**config.mk**
```make
export PLATFORM = sky130hd
export DESIGN_NAME = bcd_updown_counter_n_flat
export DESIGN_NICKNAME = d
export VERILOG_FILES = /design/src/rtl/bcd_updown_counter_n_if.sv /design/src/rtl/bcd_updown_counter_n.sv /design/src/flat_wrapper.sv
export SDC_FILE = /design/constraint.sdc
export NUM_CORES = 1
export LEC_CHECK = 0
export BUFFER_PORTS_ARGS = -buffer_cell sky130_fd_sc_hd__buf_2
export CORE_ASPECT_RATIO = 1.75
export CORE_UTILIZATION = 40
export CTS_CLUSTER_DIAMETER = 100
export DETAILED_ROUTE_END_ITERATION = 8
export PLACE_DENSITY = 0.75
export SETUP_SLACK_MARGIN = 0.05
export SKIP_CTS_REPAIR_TIMING = 1
export SKIP_LAST_GASP = 1
export SYNTH_ARGS = -nofsm -noshare
export SYNTH_HDL_FRONTEND = slang
export SYNTH_SLANG_ARGS = --single-unit
```
**constraint.sdc**
```tcl
create_clock -name clk -period 3 [get_ports clk]
set_clock_uncertainty 0.15 [all_clocks]
set_input_delay 0.3 -clock clk [delete_from_list [all_inputs] [get_ports clk]]
set_output_delay 0.3 -clock clk [all_outputs]
set_load 0.01 [all_outputs]
```
**src/rtl/bcd_updown_counter_n_if.sv**
```systemverilog
// Bundle of the control, bound and status signals of bcd_updown_counter_n.
//   master : drives en/up/load/load_val/init/limit (and sat_mode), observes status
//   slave  : the counter; drives count/carry/borrow/at_bound (and sat_flag)
// Optional feature macro: BCD_CNT_SATURATE_EN adds sat_mode / sat_flag.
interface bcd_updown_counter_n_if #(
  parameter int unsigned DIGITS = 2
);
  localparam int unsigned W = 4 * DIGITS;

  logic         en;
  logic         up;
  logic         load;
  logic [W-1:0] load_val;
  logic [W-1:0] init;
  logic [W-1:0] limit;
  logic [W-1:0] count;
  logic         carry;
  logic         borrow;
  logic         at_bound;
`ifdef BCD_CNT_SATURATE_EN
  logic         sat_mode;
  logic         sat_flag;

  modport master (
    output en, up, load, load_val, init, limit, sat_mode,
    input  count, carry, borrow, at_bound, sat_flag
  );

  modport slave (
    input  en, up, load, load_val, init, limit, sat_mode,
    output count, carry, borrow, at_bound, sat_flag
  );
`else
  modport master (
    output en, up, load, load_val, init, limit,
    input  count, carry, borrow, at_bound
  );

  modport slave (
    input  en, up, load, load_val, init, limit,
    output count, carry, borrow, at_bound
  );
`endif
endinterface

```
**src/rtl/bcd_updown_counter_n.sv**
```systemverilog
// Multi-digit packed-BCD up/down counter with runtime bounds and 1-cycle wrap pulses.
// Ports:
//   clk    : rising-edge clock
//   rst_n  : asynchronous active-low reset (count=RST_VAL, pulses cleared)
//   bus    : bcd_updown_counter_n_if.slave
//            en, up, load, load_val, init, limit in; count, carry, borrow, at_bound out
// Parameters: DIGITS (1..8), RST_VAL (valid packed BCD).
// Optional feature macro: BCD_CNT_SATURATE_EN -- adds bus.sat_mode / bus.sat_flag; with
// sat_mode=1 the count holds at a bound instead of wrapping.
module bcd_updown_counter_n #(
  parameter int unsigned           DIGITS  = 2,
  parameter logic [4*DIGITS-1:0]   RST_VAL = '0
) (
  input logic                   clk,
  input logic                   rst_n,
  bcd_updown_counter_n_if.slave bus
);

  localparam int unsigned W = 4 * DIGITS;

  // Clamp every digit above 9 to 9 so count can never hold a non-BCD digit.
  function automatic logic [W-1:0] bcd_sanitise(input logic [W-1:0] v);
    logic [W-1:0] r;
    r = v;
    for (int i = 0; i < int'(DIGITS); i++) begin
      if (v[4*i +: 4] > 4'd9) r[4*i +: 4] = 4'd9;
    end
    return r;
  endfunction

  function automatic logic [W-1:0] bcd_inc(input logic [W-1:0] v);
    logic [W-1:0] r;
    logic         c;
    r = v;
    c = 1'b1;
    for (int i = 0; i < int'(DIGITS); i++) begin
      if (c) begin
        if (v[4*i +: 4] == 4'd9) begin
          r[4*i +: 4] = 4'd0;
        end else begin
          r[4*i +: 4] = v[4*i +: 4] + 4'd1;
          c = 1'b0;
        end
      end
    end
    return r;
  endfunction

  function automatic logic [W-1:0] bcd_dec(input logic [W-1:0] v);
    logic [W-1:0] r;
    logic         b;
    r = v;
    b = 1'b1;
    for (int i = 0; i < int'(DIGITS); i++) begin
      if (b) begin
        if (v[4*i +: 4] == 4'd0) begin
          r[4*i +: 4] = 4'd9;
        end else begin
          r[4*i +: 4] = v[4*i +: 4] - 4'd1;
          b = 1'b0;
        end
      end
    end
    return r;
  endfunction

  logic [W-1:0] count_q, count_d;
  logic         carry_q, carry_d;
  logic         borrow_q, borrow_d;

  logic [W-1:0] load_s, init_s, limit_s;
  logic         at_top, at_bot;
  logic         sat_hold;

  assign load_s  = bcd_sanitise(bus.load_val);
  assign init_s  = bcd_sanitise(bus.init);
  assign limit_s = bcd_sanitise(bus.limit);

  // Plain unsigned compares; identical to decimal order for valid BCD.
  assign at_top = (count_q >= limit_s);
  assign at_bot = (count_q <= init_s);

`ifdef BCD_CNT_SATURATE_EN
  assign sat_hold = bus.sat_mode;
`else
  assign sat_hold = 1'b0;
`endif

  always_comb begin
    count_d  = count_q;
    carry_d  = 1'b0;
    borrow_d = 1'b0;
    if (bus.load) begin
      count_d = load_s;
    end else if (bus.en) begin
      if (bus.up) begin
        if (!at_top) begin
          count_d = bcd_inc(count_q);
        end else if (!sat_hold) begin
          count_d = init_s;
          carry_d = 1'b1;
        end
      end else begin
        if (!at_bot) begin
          count_d = bcd_dec(count_q);
        end else if (!sat_hold) begin
          count_d  = limit_s;
          borrow_d = 1'b1;
        end
      end
    end
  end

  always_ff @(posedge clk or negedge rst_n) begin
    if (!rst_n) begin
      count_q  <= RST_VAL;
      carry_q  <= 1'b0;
      borrow_q <= 1'b0;
    end else begin
      count_q  <= count_d;
      carry_q  <= carry_d;
      borrow_q <= borrow_d;
    end
  end

`ifdef BCD_CNT_SATURATE_EN
  logic sat_flag_q, sat_flag_d;

  // Set only while an enabled step is being held at a bound.
  always_comb begin
    sat_flag_d = 1'b0;
    if (!bus.load && bus.en && sat_hold) begin
      sat_flag_d = bus.up ? at_top : at_bot;
    end
  end

  always_ff @(posedge clk or negedge rst_n) begin
    if (!rst_n) begin
      sat_flag_q <= 1'b0;
    end else begin
      sat_flag_q <= sat_flag_d;
    end
  end

  assign bus.sat_flag = sat_flag_q;
`endif

  assign bus.count    = count_q;
  assign bus.carry    = carry_q;
  assign bus.borrow   = borrow_q;
  assign bus.at_bound = bus.up ? at_top : at_bot;

endmodule

```
**src/flat_wrapper.sv**
```systemverilog
// flat-port wrapper written by rule: the top's interface ports become plain ports
module bcd_updown_counter_n_flat 
#(
  parameter int unsigned           DIGITS  = 2,
  parameter logic [4*DIGITS-1:0]   RST_VAL = '0
)
  (clk, rst_n, bus_en, bus_up, bus_load, bus_load_val, bus_init, bus_limit, bus_count, bus_carry, bus_borrow, bus_at_bound);
  bcd_updown_counter_n_if #(.DIGITS(DIGITS)) bus_i ();
  input logic clk;
  input logic rst_n;
  input wire logic [$bits(bus_i.en)-1:0] bus_en;
  input wire logic [$bits(bus_i.up)-1:0] bus_up;
  input wire logic [$bits(bus_i.load)-1:0] bus_load;
  input wire logic [$bits(bus_i.load_val)-1:0] bus_load_val;
  input wire logic [$bits(bus_i.init)-1:0] bus_init;
  input wire logic [$bits(bus_i.limit)-1:0] bus_limit;
  output wire logic [$bits(bus_i.count)-1:0] bus_count;
  output wire logic [$bits(bus_i.carry)-1:0] bus_carry;
  output wire logic [$bits(bus_i.borrow)-1:0] bus_borrow;
  output wire logic [$bits(bus_i.at_bound)-1:0] bus_at_bound;
  assign bus_i.en = bus_en;
  assign bus_i.up = bus_up;
  assign bus_i.load = bus_load;
  assign bus_i.load_val = bus_load_val;
  assign bus_i.init = bus_init;
  assign bus_i.limit = bus_limit;
  assign bus_count = bus_i.count;
  assign bus_carry = bus_i.carry;
  assign bus_borrow = bus_i.borrow;
  assign bus_at_bound = bus_i.at_bound;
  bcd_updown_counter_n #(.DIGITS(DIGITS), .RST_VAL(RST_VAL)) u_core (.clk(clk), .rst_n(rst_n), .bus(bus_i));
endmodule
```
======== Yosys cells after proc, flatten, opt, wreduce, memory -nomap -nowiden ========
Cells that the tools add are included.
word-level totals
  register bits ........................... 10
  input bits .............................. 29
  output and inout bits ................... 11
  word-level logic and storage cells ...... 60
operators by class
  add/subtract/negate cells ............... 4
  magnitude comparators ................... 8
  equal/unequal tests ..................... 3
  multiplexer cells ....................... 36
  reductions and logical operators ........ 5
operator list
  operator                                                                  count
  4-bit two-way mux                                                         12
  8-bit two-way mux                                                         5
  4-bit > comparator (second input constant)                                6
  1-bit two-way mux                                                         19
  4-bit by 1-bit adder with 4-bit output (second input constant)            2
  4-bit == test (second input constant)                                     2
  8-bit greater-or-equal comparator                                         1
  8-bit less-or-equal comparator                                            1
  4-bit logical NOT                                                         2
  4-bit by 1-bit subtractor with 4-bit output (second input constant)       2
  4-bit by 1-bit inequality test with 1-bit output (second input constant)  1
  4-bit nonzero test                                                        1
  3-bit AND reduction                                                       1
  2-bit nonzero test                                                        1

======== Longest topological paths before layout ========
  word-level depth ........................ 12
  depth in mapped cells ................... 11
  mapped depth without buffers ............ 10

======== Worst setup path before layout ========
OpenSTA, ideal clock, no wires.
  path kind ............................... register to register
  from .................................... register u_core.count_q[0], in the netlist u_core.bus.count[0]
  to ...................................... register u_core.count_q[3], in the netlist u_core.bus.count[3]
  setup time .............................. 119 ps
  arrival time ............................ 2280 ps
  setup slack ............................. 451 ps
  stages on the path, launching flop included .. 10
  buffers on the path ..................... 1
  cell sequence ........................... dfrtp_1 > clkbuf_1 > inv_1 > ha_1 > nand2b_4 > a211oi_2 > o21ai_2 > a221o_1 > a311o_1 > o21a_1
between the ends
  longest elaborated chain between the ends .. 6
  elaborated cells between the ends (all ways) .. 13
  classes of those cells .................. add/sub (2); order compare (2); eq/ne (1); mux (7); reduce/logical (1)
RTL lines
  item                                                                       line                                                     source
  start: declaration                                                         bcd_updown_counter_n.sv:67                               logic [W-1:0] count_q, count_d;
  start signal: assignment                                                   bcd_updown_counter_n.sv:120                              count_q <= count_d;
  4-bit by 1-bit subtractor with 4-bit output, or another cell as far along  bcd_updown_counter_n.sv:59                               r[4*i +: 4] = v[4*i +: 4] - 4'd1;
  4-bit two-way mux, on equally long branches                                bcd_updown_counter_n.sv:56, bcd_updown_counter_n.sv:38
  8-bit two-way mux, on equally long branches                                bcd_updown_counter_n.sv:104, bcd_updown_counter_n.sv:97
  8-bit two-way mux *                                                        bcd_updown_counter_n.sv:96                               if (bus.up) begin
  8-bit two-way mux *                                                        bcd_updown_counter_n.sv:95                               end else if (bus.en) begin
  8-bit two-way mux *                                                        bcd_updown_counter_n.sv:93                               if (bus.load) begin
Mark *: on every way between the ends. The rest lies on a longest branch, timed or not. The select of a mux whose other input is x is not followed.
A chain may end at the register's enable or synchronous reset.

======== Worst setup path after layout ========
  from .................................... register u_core.count_q[7], in the netlist u_core.bus.count[7]
  to ...................................... output bus_at_bound
between the ends
  longest elaborated chain between the ends .. 2
  elaborated cells between the ends (all ways) .. 3
  classes of those cells .................. order compare (2); mux (1)
RTL lines
  item                                                                                 line                                                    source
  8-bit less-or-equal comparator or 8-bit greater-or-equal comparator (tied branches)  bcd_updown_counter_n.sv:81, bcd_updown_counter_n.sv:80
  1-bit two-way mux *                                                                  bcd_updown_counter_n.sv:151                             assign bus.at_bound = bus.up ? at_top : at_bot;
  end: declaration                                                                     flat_wrapper.sv:20                                      output wire logic [$bits(bus_i.at_bound)-1:0] bus_at_bound;
Mark *: on every way between the ends. The rest lies on a longest branch, timed or not.

==> results.md <==
* Area grow syn2layout at 24.00%
* CTS H-Tree Depth at 1
* Setup crit end kind: output port
* Max-Cap Viols at 0
* Number of DRC markers in iteration 0 at around 80
* Final Hold Viols at 0
* Fin cells at 286
* Synth cell types at 49
* Chip height at between 80 and 90 um
* Final WL at 4588 um
* Worst slack, placed at approximately 0.26 ns
* Complex-gate fraction of the synthesized area at 0.3359
* Most frequent CP cell: nor2_1
* Worst hold path type: in2reg
* Data required, critical path at 2.55 ns
* Sink Count at 10
* 1st-pass router iterations at 6
* Setup TNS at 0 ns
* Synth Area in Adders at 0.1357
* Number of antenna violations at the first check in global routing at 0
* Top area cells in the synthesized netlist: dfrtp_1 17%, ha_1 14%, nor2_1 5.6%
* Worst-path maximum fanout at 8
* Die area at 3944 um2
* Synthesized area at between 1000 and 1500 um2
* Top Ports at 40
* ANT nets after route at 0
* Multiplexer share of the synthesized area at 0.03393
* Power Total at 1.524 mW
* Top-area cell type share of the netlist area at 0.1696
* Max-slew violations at 0
* XOR/XNOR Fraction of Synth Area at 0.01781
* Core footprint at about 3400 um2
* F_max at roughly 370 MHz
* First-pass GRT wire length at about 7000 um
* Setup-failing EPs final at 0
* EDFF count, synth at 0
* Clk_lat worst skew at 0.23 ns
* Ys Warns at 0
* Largest net degree at the start of global routing at 20
* Unrepaired setup endpoints after global routing: false
* Minimum clock period at between 2 and 3 ns
* Simple-gate area share of the yosys netlist at 0.2604
* Leak at about 0.84 nW
* Initial Utilization at 0.4297
* Top Layer Used: met4
* Grt ovf at 0
* Ant. Diodes at 0
* Async S/R FF share, synth at 1.000
* Total Routing Usage GR at 0.2481
* DR WL met3 at 218 um
* Dpl hpwl at around 3700 um
* Synth Net Count at about 240
* Status: complete, no violations
* FF+latch count, synth at 10
* CTS buffer count at 3
* Drt via density at between 6 and 7
* Register area at between 200 and 300 um2
* Reg2reg setup slack at between 0.4 and 0.5 ns
* Worst Setup Start Kind: flip-flop
* Drt wl/cell at 16.04 um
* Pwr Density at about 830 nW/um2
* Clk slew on worst S/H paths at 0.05 ns
* Main synth FF type: dfrtp_1
* Met2 WL post-DR at about 2500 um
* Worst slew pin tran at ~0.49 ns
* Critical Path AT at roughly 2.3 ns
* Multi-input gate area at 1169 um2
* Rel. slew slack at 0.6742
* Routability congestion estimate at ~0.97
* Cell taking the most area after synthesis: dfrtp_1
* Fill cells at approximately 380
* Register area share after synthesis at 0.1696
* Fin worst setup slack at approximately 0.26 ns
* # rows at 28
* Mean Syn Cell Area at 7.488 um2
* Dpl cells at 281
* Main combinational cell family by area after synthesis: compound AO/OA/AOI/OAI gates
* Nets at 287
* Port Buffers at 39
* Final period util at 0.9123
* Via count at ~1700
* Peak VDD IR at roughly 520 uV
* Critical path, cell by cell: ha_1 -> nand4_1 -> nor2_4 -> nor2_1 -> nor2_1 -> nor2_1 -> a21oi_1 -> buf_2
* CTS max path bufs at 2
* DRC Markers at 0
* Die width at between 40 and 50 um
* Clock tree root buffer cell: clkbuf_8
* Vias in the first global route at 1581
* Slowest-stage cell, CP: dfrtp_1
* Syn Inst Count at roughly 200
* Crit path kind: reg2out
* Share of post-route cells with drive strength above 1 at 0.2407
* CTS tree: built
* Met1 WL at 1665 um
* Slowest cell delay on critical path at around 0.48 ns
sequential cells by signal (all words and copies together) (netlist names):
signal             flops
u_core.bus.borrow      1
u_core.bus.count       8
u_core.bus.carry       1
synthesized netlist by cell type (2+ instances only):
| master | instances |
|---|---|
| dfrtp_1 | 10 |
| o21ai_0 | 13 |
| nand3_1 | 2 |
| nand4_1 | 2 |
| nand3b_1 | 4 |
| nand2_1 | 19 |
| a31oi_1 | 4 |
| nand2b_1 | 7 |
| nor2_1 | 22 |
| o21a_1 | 4 |
| o211ai_1 | 2 |
| a21oi_1 | 13 |
| a211oi_1 | 8 |
| a2bb2oi_1 | 2 |
| ha_1 | 16 |
| mux2i_1 | 5 |
| clkbuf_1 | 6 |
| or3_1 | 3 |
| xnor2_1 | 3 |
| a21o_1 | 2 |
| a221o_1 | 2 |
| nor2b_1 | 3 |
| nor3_1 | 8 |
| inv_1 | 9 |
| a211o_1 | 4 |
stage by stage:
step	hold slack, ns	utilization	area (um2)
CTS	-0.2288	0.5262	1807
global placement	0.02237	0.5102	1752
finish	0.2273	0.5328	1829
detailed placement	0.02002	0.5102	1752
global route	0.2270	0.5328	1829
floorplan	-0.1456	-	1475
worst max-delay path, delay by kind of cell, from the launching register on:
| family | cells | cell delay, ns |
|---|---|---|
| AOI/OAI and AO/OA | 1 | 0.13 |
| adders and majority gates | 1 | 0.37 |
| buffers and inverters | 1 | 0.15 |
| DFF | 1 | 0.48 |
| and+or+nand+nor | 5 | 0.92 |
final cells by class:
cell class / instances / area share
Sequential cell: 10 / 0.1368
Tap cell: 45 / 0.03078
Clock buffer: 4 / 0.03010
Timing Repair Buffer: 48 / 0.1450
Multi-Input combinational cell: 170 / 0.6389
Inverter: 9 / 0.01847
where the power goes:
| group | total, mW | internal (mW) | leakage, nW | switching (mW) |
|---|---|---|---|---|
| logic | 1.09 | 0.471 | 0.687 | 0.618 |
| clock network | 0.167 | 0.115 | 0.0288 | 0.0517 |
| registers | 0.268 | 0.181 | 0.121 | 0.0867 |
worst paths after layout:
check / from / end / cells past startpoint
min in group asynchronous: rst_n / u_core.bus.count[1] / 2
worst max-delay path: u_core.bus.count[7] / bus_at_bound / 8
worst min-delay path: bus_en / u_core.bus.count[2] / 2
worst min register to register: u_core.bus.count[1] / u_core.bus.count[1] / 2
max in group asynchronous: rst_n / u_core.bus.carry / 2
worst max register to register: u_core.bus.count[1] / u_core.bus.count[3] / 7
layout by cell type, fill, tap and decap left out, types with 2 or more instances in the layout:
cell type  count
nor3_1         8
mux2i_1        5
a211o_1        4
a31oi_1        4
clkbuf_8       4
a2bb2oi_1      2
xnor2_1        3
nand4_1        2
o21ai_0       13
or3_1          3
buf_2         39
nor2b_1        3
a211oi_1       7
a211oi_2       2
a21oi_1       13
nand3_1        2
nand3b_1       4
inv_1          9
a221o_1        2
dfrtp_1       10
nand2_1       19
ha_1          16
o21a_1         4
nor2_1        21
buf_4          8
a21o_1         2
nand2b_1       7
o211ai_1       2
kinds of logic (layout without fill, tap and decap cells):
logic type	count (synthesis)	in the layout
compound gates	69	69
fa+ha+maj	16	16
simple gates	77	77
buf+inv	17	61
mux	5	5
flops	10	10
xor+xnor	3	3
layer usage:
layer  global-route usage  vias to the layer above
li1                     -                      833
met1               0.2560                      813
met5                    0                        -
met2               0.4338                       64
met4               0.1500                        0
met3              0.04565                       18
Power figures use the tool's default switching activity.
